===== config.mk =====
export PLATFORM = sky130hd
export DESIGN_NAME = day_scan_controller
export DESIGN_NICKNAME = d
export VERILOG_FILES = /design/src/rtl/day_pkg.sv /design/src/rtl/day_letter_rom.sv /design/src/rtl/day_scan_controller.sv
export SDC_FILE = /design/constraint.sdc
export NUM_CORES = 1
export LEC_CHECK = 0
export CAP_MARGIN = 25
export CORE_ASPECT_RATIO = 1.4
export CORE_MARGIN = 1.5
export CORE_UTILIZATION = 55
export CTS_BUF_LIST = sky130_fd_sc_hd__clkbuf_16
export CTS_CLUSTER_DIAMETER = 120
export DETAILED_ROUTE_END_ITERATION = 8
export PLACE_DENSITY = 0.79
export SYNTH_ARGS = -nofsm -noshare
export SYNTH_HDL_FRONTEND = slang
export SYNTH_SLANG_ARGS = --single-unit
export TNS_END_PERCENT = 5

===== constraint.sdc =====
create_clock -name clk -period 3 [get_ports clk]
set_input_delay 0.6 -clock clk [delete_from_list [all_inputs] [get_ports clk]]
set_output_delay 0.6 -clock clk [all_outputs]
set_load 0.03 [all_outputs]

===== src/rtl/day_pkg.sv =====
// Shared encodings for the day-of-week scan display: day codes, FSM states
// and the letter pattern table (segments ordered {A,B,C,D,E,F,G}, active-high).
package day_pkg;

    typedef enum logic [2:0] {
        MON = 3'd0,
        TUE = 3'd1,
        WED = 3'd2,
        THU = 3'd3,
        FRI = 3'd4,
        SAT = 3'd5,
        SUN = 3'd6
    } day_e;

    typedef enum logic [1:0] {
        ST_IDLE  = 2'd0,
        ST_BLANK = 2'd1,
        ST_DRIVE = 2'd2
    } state_e;

    localparam logic [6:0] SEG_BLANK = 7'b0000000;

    // Approximated glyphs; lowercase forms where uppercase is unreadable on 7 segments
    localparam logic [6:0] L_A = 7'b1110111;
    localparam logic [6:0] L_D = 7'b0111101;
    localparam logic [6:0] L_E = 7'b1001111;
    localparam logic [6:0] L_F = 7'b1000111;
    localparam logic [6:0] L_H = 7'b0110111;
    localparam logic [6:0] L_I = 7'b0000110;
    localparam logic [6:0] L_M = 7'b1110110;
    localparam logic [6:0] L_N = 7'b0010101;
    localparam logic [6:0] L_O = 7'b1111110;
    localparam logic [6:0] L_R = 7'b0000101;
    localparam logic [6:0] L_S = 7'b1011011;
    localparam logic [6:0] L_T = 7'b0001111;
    localparam logic [6:0] L_U = 7'b0111110;
    localparam logic [6:0] L_W = 7'b0011100;

    localparam logic [6:0] LETTER_TBL [7][8] = '{
        '{L_M, L_O, L_N, SEG_BLANK, SEG_BLANK, SEG_BLANK, SEG_BLANK, SEG_BLANK},
        '{L_T, L_U, L_E, SEG_BLANK, SEG_BLANK, SEG_BLANK, SEG_BLANK, SEG_BLANK},
        '{L_W, L_E, L_D, SEG_BLANK, SEG_BLANK, SEG_BLANK, SEG_BLANK, SEG_BLANK},
        '{L_T, L_H, L_U, SEG_BLANK, SEG_BLANK, SEG_BLANK, SEG_BLANK, SEG_BLANK},
        '{L_F, L_R, L_I, SEG_BLANK, SEG_BLANK, SEG_BLANK, SEG_BLANK, SEG_BLANK},
        '{L_S, L_A, L_T, SEG_BLANK, SEG_BLANK, SEG_BLANK, SEG_BLANK, SEG_BLANK},
        '{L_S, L_U, L_N, SEG_BLANK, SEG_BLANK, SEG_BLANK, SEG_BLANK, SEG_BLANK}
    };

    function automatic day_e day_next(input day_e d);
        return (d == SUN) ? MON : day_e'(d + 3'd1);
    endfunction

endpackage


===== src/rtl/day_letter_rom.sv =====
// Combinational lookup of the segment pattern for one letter position of a day.
module day_letter_rom
    import day_pkg::*;
(
    input  logic [2:0] day_i,
    input  logic [2:0] idx_i,
    output logic [6:0] seg_o
);

    // Code 7 is never produced by the day register; guard it anyway
    always_comb begin
        seg_o = SEG_BLANK;
        if (day_i <= 3'd6) seg_o = LETTER_TBL[day_i][idx_i];
    end

endmodule


===== src/rtl/day_scan_controller.sv =====
// Day-of-week display sequencer: holds the day, advances it by frame count or
// step, and scans DIGITS letters onto a shared segment bus with a blank guard slot.
module day_scan_controller
    import day_pkg::*;
#(
    parameter int DIGITS   = 4,
    parameter int SCAN_DIV = 1000,
    parameter int DAY_DIV  = 250
) (
    input  logic              clk,
    input  logic              rst,
    input  logic              run,
    input  logic              step,
    output logic [6:0]        seg,
    output logic [DIGITS-1:0] an,
    output logic [2:0]        day,
    output logic              day_tick
);

    localparam int SW = $clog2(SCAN_DIV + 1);
    localparam int FW = $clog2(DAY_DIV + 1);
    localparam int DW = (DIGITS > 1) ? $clog2(DIGITS) : 1;

    localparam logic [SW-1:0] SLOT_LAST  = SW'(SCAN_DIV - 1);
    localparam logic [FW-1:0] FRAME_LAST = FW'(DAY_DIV - 1);
    localparam logic [DW-1:0] DIG_LAST   = DW'(DIGITS - 1);

    state_e            state_q, state_d;
    logic [SW-1:0]     slot_q, slot_d;
    logic [DW-1:0]     digit_q, digit_d;
    logic [FW-1:0]     frame_q, frame_d;
    day_e              day_q, day_d;
    logic              tick_q, tick_d;
    logic [6:0]        seg_q, seg_d;
    logic [DIGITS-1:0] an_q, an_d;

    logic [6:0] rom_seg;
    logic       slot_last;
    logic       digit_wrap;
    logic       auto_adv;

    day_letter_rom u_rom (
        .day_i (day_q),
        .idx_i (3'(digit_q)),
        .seg_o (rom_seg)
    );

    assign slot_last  = (state_q == ST_DRIVE) && (slot_q == SLOT_LAST);
    assign digit_wrap = slot_last && (digit_q == DIG_LAST);
    assign auto_adv   = digit_wrap && (frame_q == FRAME_LAST);

    // State register
    always_ff @(posedge clk) begin
        if (rst) state_q <= ST_IDLE;
        else     state_q <= state_d;
    end

    // Next-state logic; run is only looked at on slot boundaries
    always_comb begin
        state_d = state_q;
        case (state_q)
            ST_IDLE:  if (run) state_d = ST_BLANK;
            ST_BLANK: state_d = ST_DRIVE;
            ST_DRIVE: if (slot_last) state_d = run ? ST_BLANK : ST_IDLE;
            default:  state_d = ST_IDLE;
        endcase
    end

    // Output logic: load the letter when a drive slot starts, hold it through the slot
    always_comb begin
        seg_d = SEG_BLANK;
        an_d  = '1;
        if (state_d == ST_DRIVE) begin
            if (state_q == ST_DRIVE) begin
                seg_d = seg_q;
                an_d  = an_q;
            end else begin
                seg_d = rom_seg;
                an_d  = ~(DIGITS'(1) << digit_q);
            end
        end
    end

    // Counters and day; a step clears the frame count and absorbs a coincident auto advance
    always_comb begin
        slot_d  = '0;
        digit_d = digit_q;
        frame_d = frame_q;
        if (state_q == ST_DRIVE && !slot_last) slot_d = slot_q + 1'b1;
        if (slot_last) digit_d = (digit_q == DIG_LAST) ? '0 : digit_q + 1'b1;
        if (digit_wrap) frame_d = (frame_q == FRAME_LAST) ? '0 : frame_q + 1'b1;
        if (step) frame_d = '0;
        tick_d = step | auto_adv;
        day_d  = tick_d ? day_next(day_q) : day_q;
    end

    always_ff @(posedge clk) begin
        if (rst) begin
            slot_q  <= '0;
            digit_q <= '0;
            frame_q <= '0;
            day_q   <= MON;
            tick_q  <= 1'b0;
            seg_q   <= SEG_BLANK;
            an_q    <= '1;
        end else begin
            slot_q  <= slot_d;
            digit_q <= digit_d;
            frame_q <= frame_d;
            day_q   <= day_d;
            tick_q  <= tick_d;
            seg_q   <= seg_d;
            an_q    <= an_d;
        end
    end

    assign seg      = seg_q;
    assign an       = an_q;
    assign day      = day_q;
    assign day_tick = tick_q;

endmodule

======== Word-level counts from Yosys, hierarchy flattened ========
Memories as Yosys holds them, arrays and structs flattened.
Index checks and enable logic that the tools add are counted.
word-level totals
  output and inout bits ................... 15
  memories ................................ 1
  register bits ........................... 37
  input port bits ......................... 4
  bits in read-only memories .............. 448
cells by class
  add/subtract/negate cells ............... 4
  mux-type cells .......................... 13
  order comparisons ....................... 3
  reductions and logical operators ........ 9
  bitwise operators ....................... 6
  equal/unequal tests ..................... 7
  shifts and indexed selects .............. 1
memory list
  memory            depth  width  rd ports  clocked after Yosys merged registers in  write ports  line                  source
  (name not given)  8      56     1         0                                        0            day_letter_rom.sv:13  if (day_i <= 3'd6) seg_o = LETTER_TBL[day_i][idx_i];
operators by type and width
  kind                                                       count
  two-way mux 56 bit                                         2
  binary-select mux 7 bit (select 3 bit)                     1
  two-way mux 7 bit                                          3
  adder 10 x 1 -> 10 bit (second input constant)             1
  equality test 10 bit (second input constant)               1
  adder 8 x 1 -> 8 bit (second input constant)               1
  equality test 8 bit (second input constant)                1
  greater-or-equal comparator 4 bit (second input constant)  2
  two-way mux 8 bit                                          1
  equality test 2 bit (second input constant)                3
  two-way mux 2 bit                                          3
  one-hot mux 2 bit (3 select lines)                         1
  OR reduction 2 bit                                         3
  logical AND 1 bit                                          4
  inverter 2 -> 4 bit                                        1
  inverter 3 -> 4 bit                                        1
  inverter 4 bit                                             1
  << shifter 1 x 2 -> 4 bit (first input constant)           1
  adder 3 x 1 -> 3 bit (second input constant)               1
  equality test 3 bit (second input constant)                1
  <= comparator 3 bit (second input constant)                1
  two-way mux 3 bit                                          1
  adder 2 x 1 -> 2 bit (second input constant)               1
  equality test 2 x 1 -> 1 bit (second input constant)       1
  5 further kinds                                            6

======== Depth between registers and ports, before layout ========
Gate-level depths: netlist (run 1).
  depth in word-level cells ............... 8
  mapped depth ............................ 8
  depth with buffers taken out ............ 7

======== Hierarchy ========
A second synthesis (run 1) with hierarchy kept.
unflattened totals
  cells, all modules ...................... 241
  area, all modules ....................... 2016.9 sq um
modules (own cells, without submodules)
  module               cells each  area each (sq um)  instances  seq. area each (sq um)
  day_scan_controller  188         1670.4             1          740.7
  day_letter_rom       53          346.6              1          0.0

======== Worst setup path before layout (run 1) ========
No wires, ideal clock.
  path type ............................... register -> register
  from .................................... register slot_q[0]
  to ...................................... register frame_q[1]
  clock period less this slack ............ 2.188 ns
  arrival ................................. 2.061 ns
  stages on the path, launching flop included .. 9
  data required time ...................... 2.873 ns
  path slack .............................. 0.812 ns
  cell sequence ........................... dfxtp_1 > ha_1 > nand4_1 > or4_1 > buf_2 > o41a_1 > or2b_1 > buf_2 > a211oi_1
on the way
  longest elaborated chain between the ends .. 3
ends and longest elaborated chain
  item                    line                        source
  start, declared         day_scan_controller.sv:29   logic [SW-1:0] slot_q, slot_d;
  start signal, assigned  day_scan_controller.sv:107  slot_q <= slot_d;
  equality test 10 bit    day_scan_controller.sv:48   assign slot_last = (state_q == ST_DRIVE) && (slot_q == SLOT_LAST);
  logical AND 1 bit       day_scan_controller.sv:48
  logical AND 1 bit       day_scan_controller.sv:49   assign digit_wrap = slot_last && (digit_q == DIG_LAST);
  end signal, assigned    day_scan_controller.sv:109  frame_q <= frame_d;
  end, declared           day_scan_controller.sv:31   logic [FW-1:0] frame_q, frame_d;
No other way between the ends.
A chain may end at the register's enable or synchronous reset.

======== Worst setup path in the final report (run 1) ========
Ends and elaborated chain as after synthesis.

==> metrics.md, run 1 <==
| Metric | Value |
|---|---|
| Status | `completed` |
| Slew @ Worst Pin | `718 ps` |
| Iter 0 DRT Violations | `26` |
| Post-synth EDFFs | `0` |
| Mapped Cells | `216` |
| Synth cell types | `35` |
| Async SR Flop Fraction | `0` |
| Reg clk slew, reported paths | `60 ps` |
| Row count | `24` |
| Ranking of synthesized cells by area | `dfxtp_1 (42%), ha_1 (6.3%), nor2_1 (6.3%), xnor2_1 (4.9%), nand2_1 (4.6%)` |
| Placed cell areas | `0.00197 mm2` |
| Ports | `19` |
| Grt total ovfl | `0` |
| DR vias | `1493` |
| Fillers | `258` |
| Crit path capture type | `flip-flop` |
| Nets | `between 200 and 250` |
| Post-Synthesis Net Count | `about 230` |
| Final Hold Vio Count | `0` |
| H-tree depth | `2` |
| Final instance area | `0.00210 mm2` |
| Share of the synthesized area in the top cell type | `0.417` |
| GP Congestion | `0.833` |
| Die width | `a little over 50 um` |
| Post-CTS Resized | `0` |
| Largest buffer count on any clock path | `2` |
| Hold bufs inserted after CTS | `0` |
| Hold_sp | `seg[1]$_SDFFE_PP0P_` |
| DRT Wirelength | `roughly 3500 um` |
| P_leak | `between 0.7 and 0.8 nW` |
| Final setup violating endpoints | `0` |
| Detailed Place HPWL | `~2400 um` |
| Startpoint Class | `flip-flop` |
| Largest net degree at the start of global routing | `18` |
| Slowest CP cell | `or4_1` |
| Core area | `0.00309 mm2` |
| CP Data Required Time | `3150 ps` |
| Largest stage delay, worst path | `700 ps` |
| Clk_skew | `roughly 6.6 ps` |
| Slew margin rel. | `0.517` |
| Area Overhead vs Synth | `18.5%` |
| Max-slew violations | `0` |
| Initial antenna violation count | `0` |
| Layout cells sized above 1 | `0.0390` |
| Post-synthesis cell area | `0.00178 mm2` |
| Yosys Warn Count | `0` |
| Critical path origin | `slot_q[0]$_SDFF_PP0_` |
| Yosys top cell by area | `dfxtp_1` |
| Register area share after synthesis | `0.417` |
| Setup tns final | `0 ps` |
| Number of synthesized register bits | `37` |
| Sinks on Clock Net | `37` |
| Count leader, synth | `dfxtp_1` |
| WL/cell | `13.0 um` |
| Area of the die | `0.00359 mm2` |
| DRC | `0` |
| Max Freq | `389 MHz` |
| CP Max Fanout | `14` |
| Critical path class | `reg -> reg` |
| RSZ-0062 raised after global routing | `false` |
| Cell area power density | `528 mW/mm2` |
| Avg Inst Size Synth | `between 8 and 9 um2` |
| CTS tree | `built` |
| Initial Util | `0.574` |
| Setup Fix Bufs, Post-CTS | `0` |
| Port buffer count | `18` |
| WP buf/inv | `0` |
| DR vias/cell | `5.53` |
| Height of the die | `70.3 um` |
| Max Cap Viol | `0` |
| Period utilisation layout | `0.856` |
| Fin crit period | `~2600 ps` |
| CTS Buf Count | `5` |
| Worst-skew pair later-pin latency | `280 ps` |
| Peak VDD IR | `614 uV` |
| All-Layer GR Usage | `0.216` |
| First-pass GRT wire length | `5890 um` |
| Synth cell count leaders | `dfxtp_1 (37), nor2_1 (30), nand2_1 (22)` |
| Critical Path, Cell by Cell | `ha_1 -> nand4_1 -> or4_1 -> o41a_1 -> or2b_1 -> a211oi_1` |
| Crit-path leading delay family | `simple AND/OR/NAND/NOR gates` |
| Synth Flop Type | `dfxtp_1` |
| DRT Pass-1 Iters | `4` |
| ANT cells | `0` |
| Hold Path Class | `reg -> reg` |
| Clock root buffer | `clkbuf_16` |
| Arrival time at the worst endpoint | `2720 ps` |
| Worst R2R Start | `slot_q[0]$_SDFF_PP0_` |
| Vias in the first global route | `between 1000 and 1500` |
| ANT nets after route | `0` |
## where the power goes
| group | internal (W) | leakage, nW | switching [W] | total, W |
|---|---|---|---|---|
| combinational | 0.0000416 | 0.351 | 0.0000584 | 0.000100 |
| clock | 0.000301 | 0.0748 | 0.000189 | 0.000491 |
| sequential | 0.000505 | 0.300 | 0.0000156 | 0.000521 |
| total | 0.000848 | 0.726 | 0.000264 | 0.00111 |
## final timing paths
kind,end,slack (ps),cells past startpoint
max,frame_q[1]$_SDFFE_PP0P_,430,6
min,seg[1]$_SDFFE_PP0P_,460,2
max reg2reg,frame_q[1]$_SDFFE_PP0P_,430,6
min reg2reg,seg[1]$_SDFFE_PP0P_,460,2
## worst register-to-register path: cells and delay by family (launching register included)
kind	cells	cell delay (ps)
adder cells (fa/ha/maj)	1	220
AND/OR/NAND/NOR	3	1180
AO/OA/AOI/OAI	2	670
flip-flops	1	370
## layout make-up
| class | instances | area (um2) | share of cell area |
|---|---|---|---|
| clock buffer | 5 | 125 | 0.0595 |
| clock inverter | 3 | 13.8 | 0.00654 |
| inverter | 9 | 33.8 | 0.0161 |
| multi-input combinational | 158 | 955 | 0.454 |
| sequential | 37 | 741 | 0.352 |
| tap | 39 | 48.8 | 0.0232 |
| timing repair buffer | 19 | 188 | 0.0892 |
## flip-flops by register name, indices dropped and copies added, names as in the netlist
name and count:
digit_q 2, slot_q 10, day_tick 1, state_q 2, day 3, seg 7, an 4, frame_q 8
## cells by family after synthesis
family                   share of synthesized area
buffers and inverters                       0.0458
XOR/XNOR                                    0.0690
AND/OR/NAND/NOR                              0.243
adder cells (fa/ha/maj)                     0.0634
AO/OA/AOI/OAI                                0.156
flip-flops                                   0.417
multiplexers                               0.00563
## stage by stage
step | instances | util | hold WS, ps | total power (W) | setup WS (ps)
2_1_floorplan | 216 | - | 426 | 0.000595 | 812
3_3_place_gp | 262 | 0.636 | 441 | 0.000630 | 554
3_5_place_dp | 262 | 0.636 | 451 | 0.000631 | 429
4_1_cts | 270 | 0.680 | 462 | 0.00112 | 427
5_1_grt | 270 | 0.680 | 493 | 0.00115 | 275
6_report | 270 | 0.680 | 459 | 0.00111 | 431
## cells in the final DEF (no fill, tap or decap), types with 4 or more instances in the layout
master           instances
ha_1                     9
xor2_1                   4
inv_1                   10
clkbuf_16                5
a21oi_1                 12
dfxtp_1                 37
clkdlybuf4s50_1         18
o21ai_0                 13
nand3_1                  9
nand2_1                 22
nand4_1                  4
nor2_1                  30
nand3b_1                 5
a22oi_1                  4
xnor2_1                 10
## routing by layer
layer  routed length [um]  vias up  GRT usage
li1                     -      771          -
met1                 1490      695      0.232
met2                 1820       19      0.365
met3                  106        8     0.0684
met4                   80        0      0.117
met5                    0        -          0
Power figures use the tool's default switching activity.
==> inputs of run 2 (changes only) <==
Settings changed: ABC_CLOCK_PERIOD_IN_PS set to 3000, TNS_END_PERCENT 5 to 100.
==> results of run 2 <==
No change in the layout: final DEF, timing and power equal those of run 1.
==> inputs of run 3 (changes only) <==
Settings changed: ABC_AREA set to 0, SETUP_SLACK_MARGIN set to 0.15.
==> results of run 3 <==
No change in the layout: final DEF, timing and power equal those of run 1.
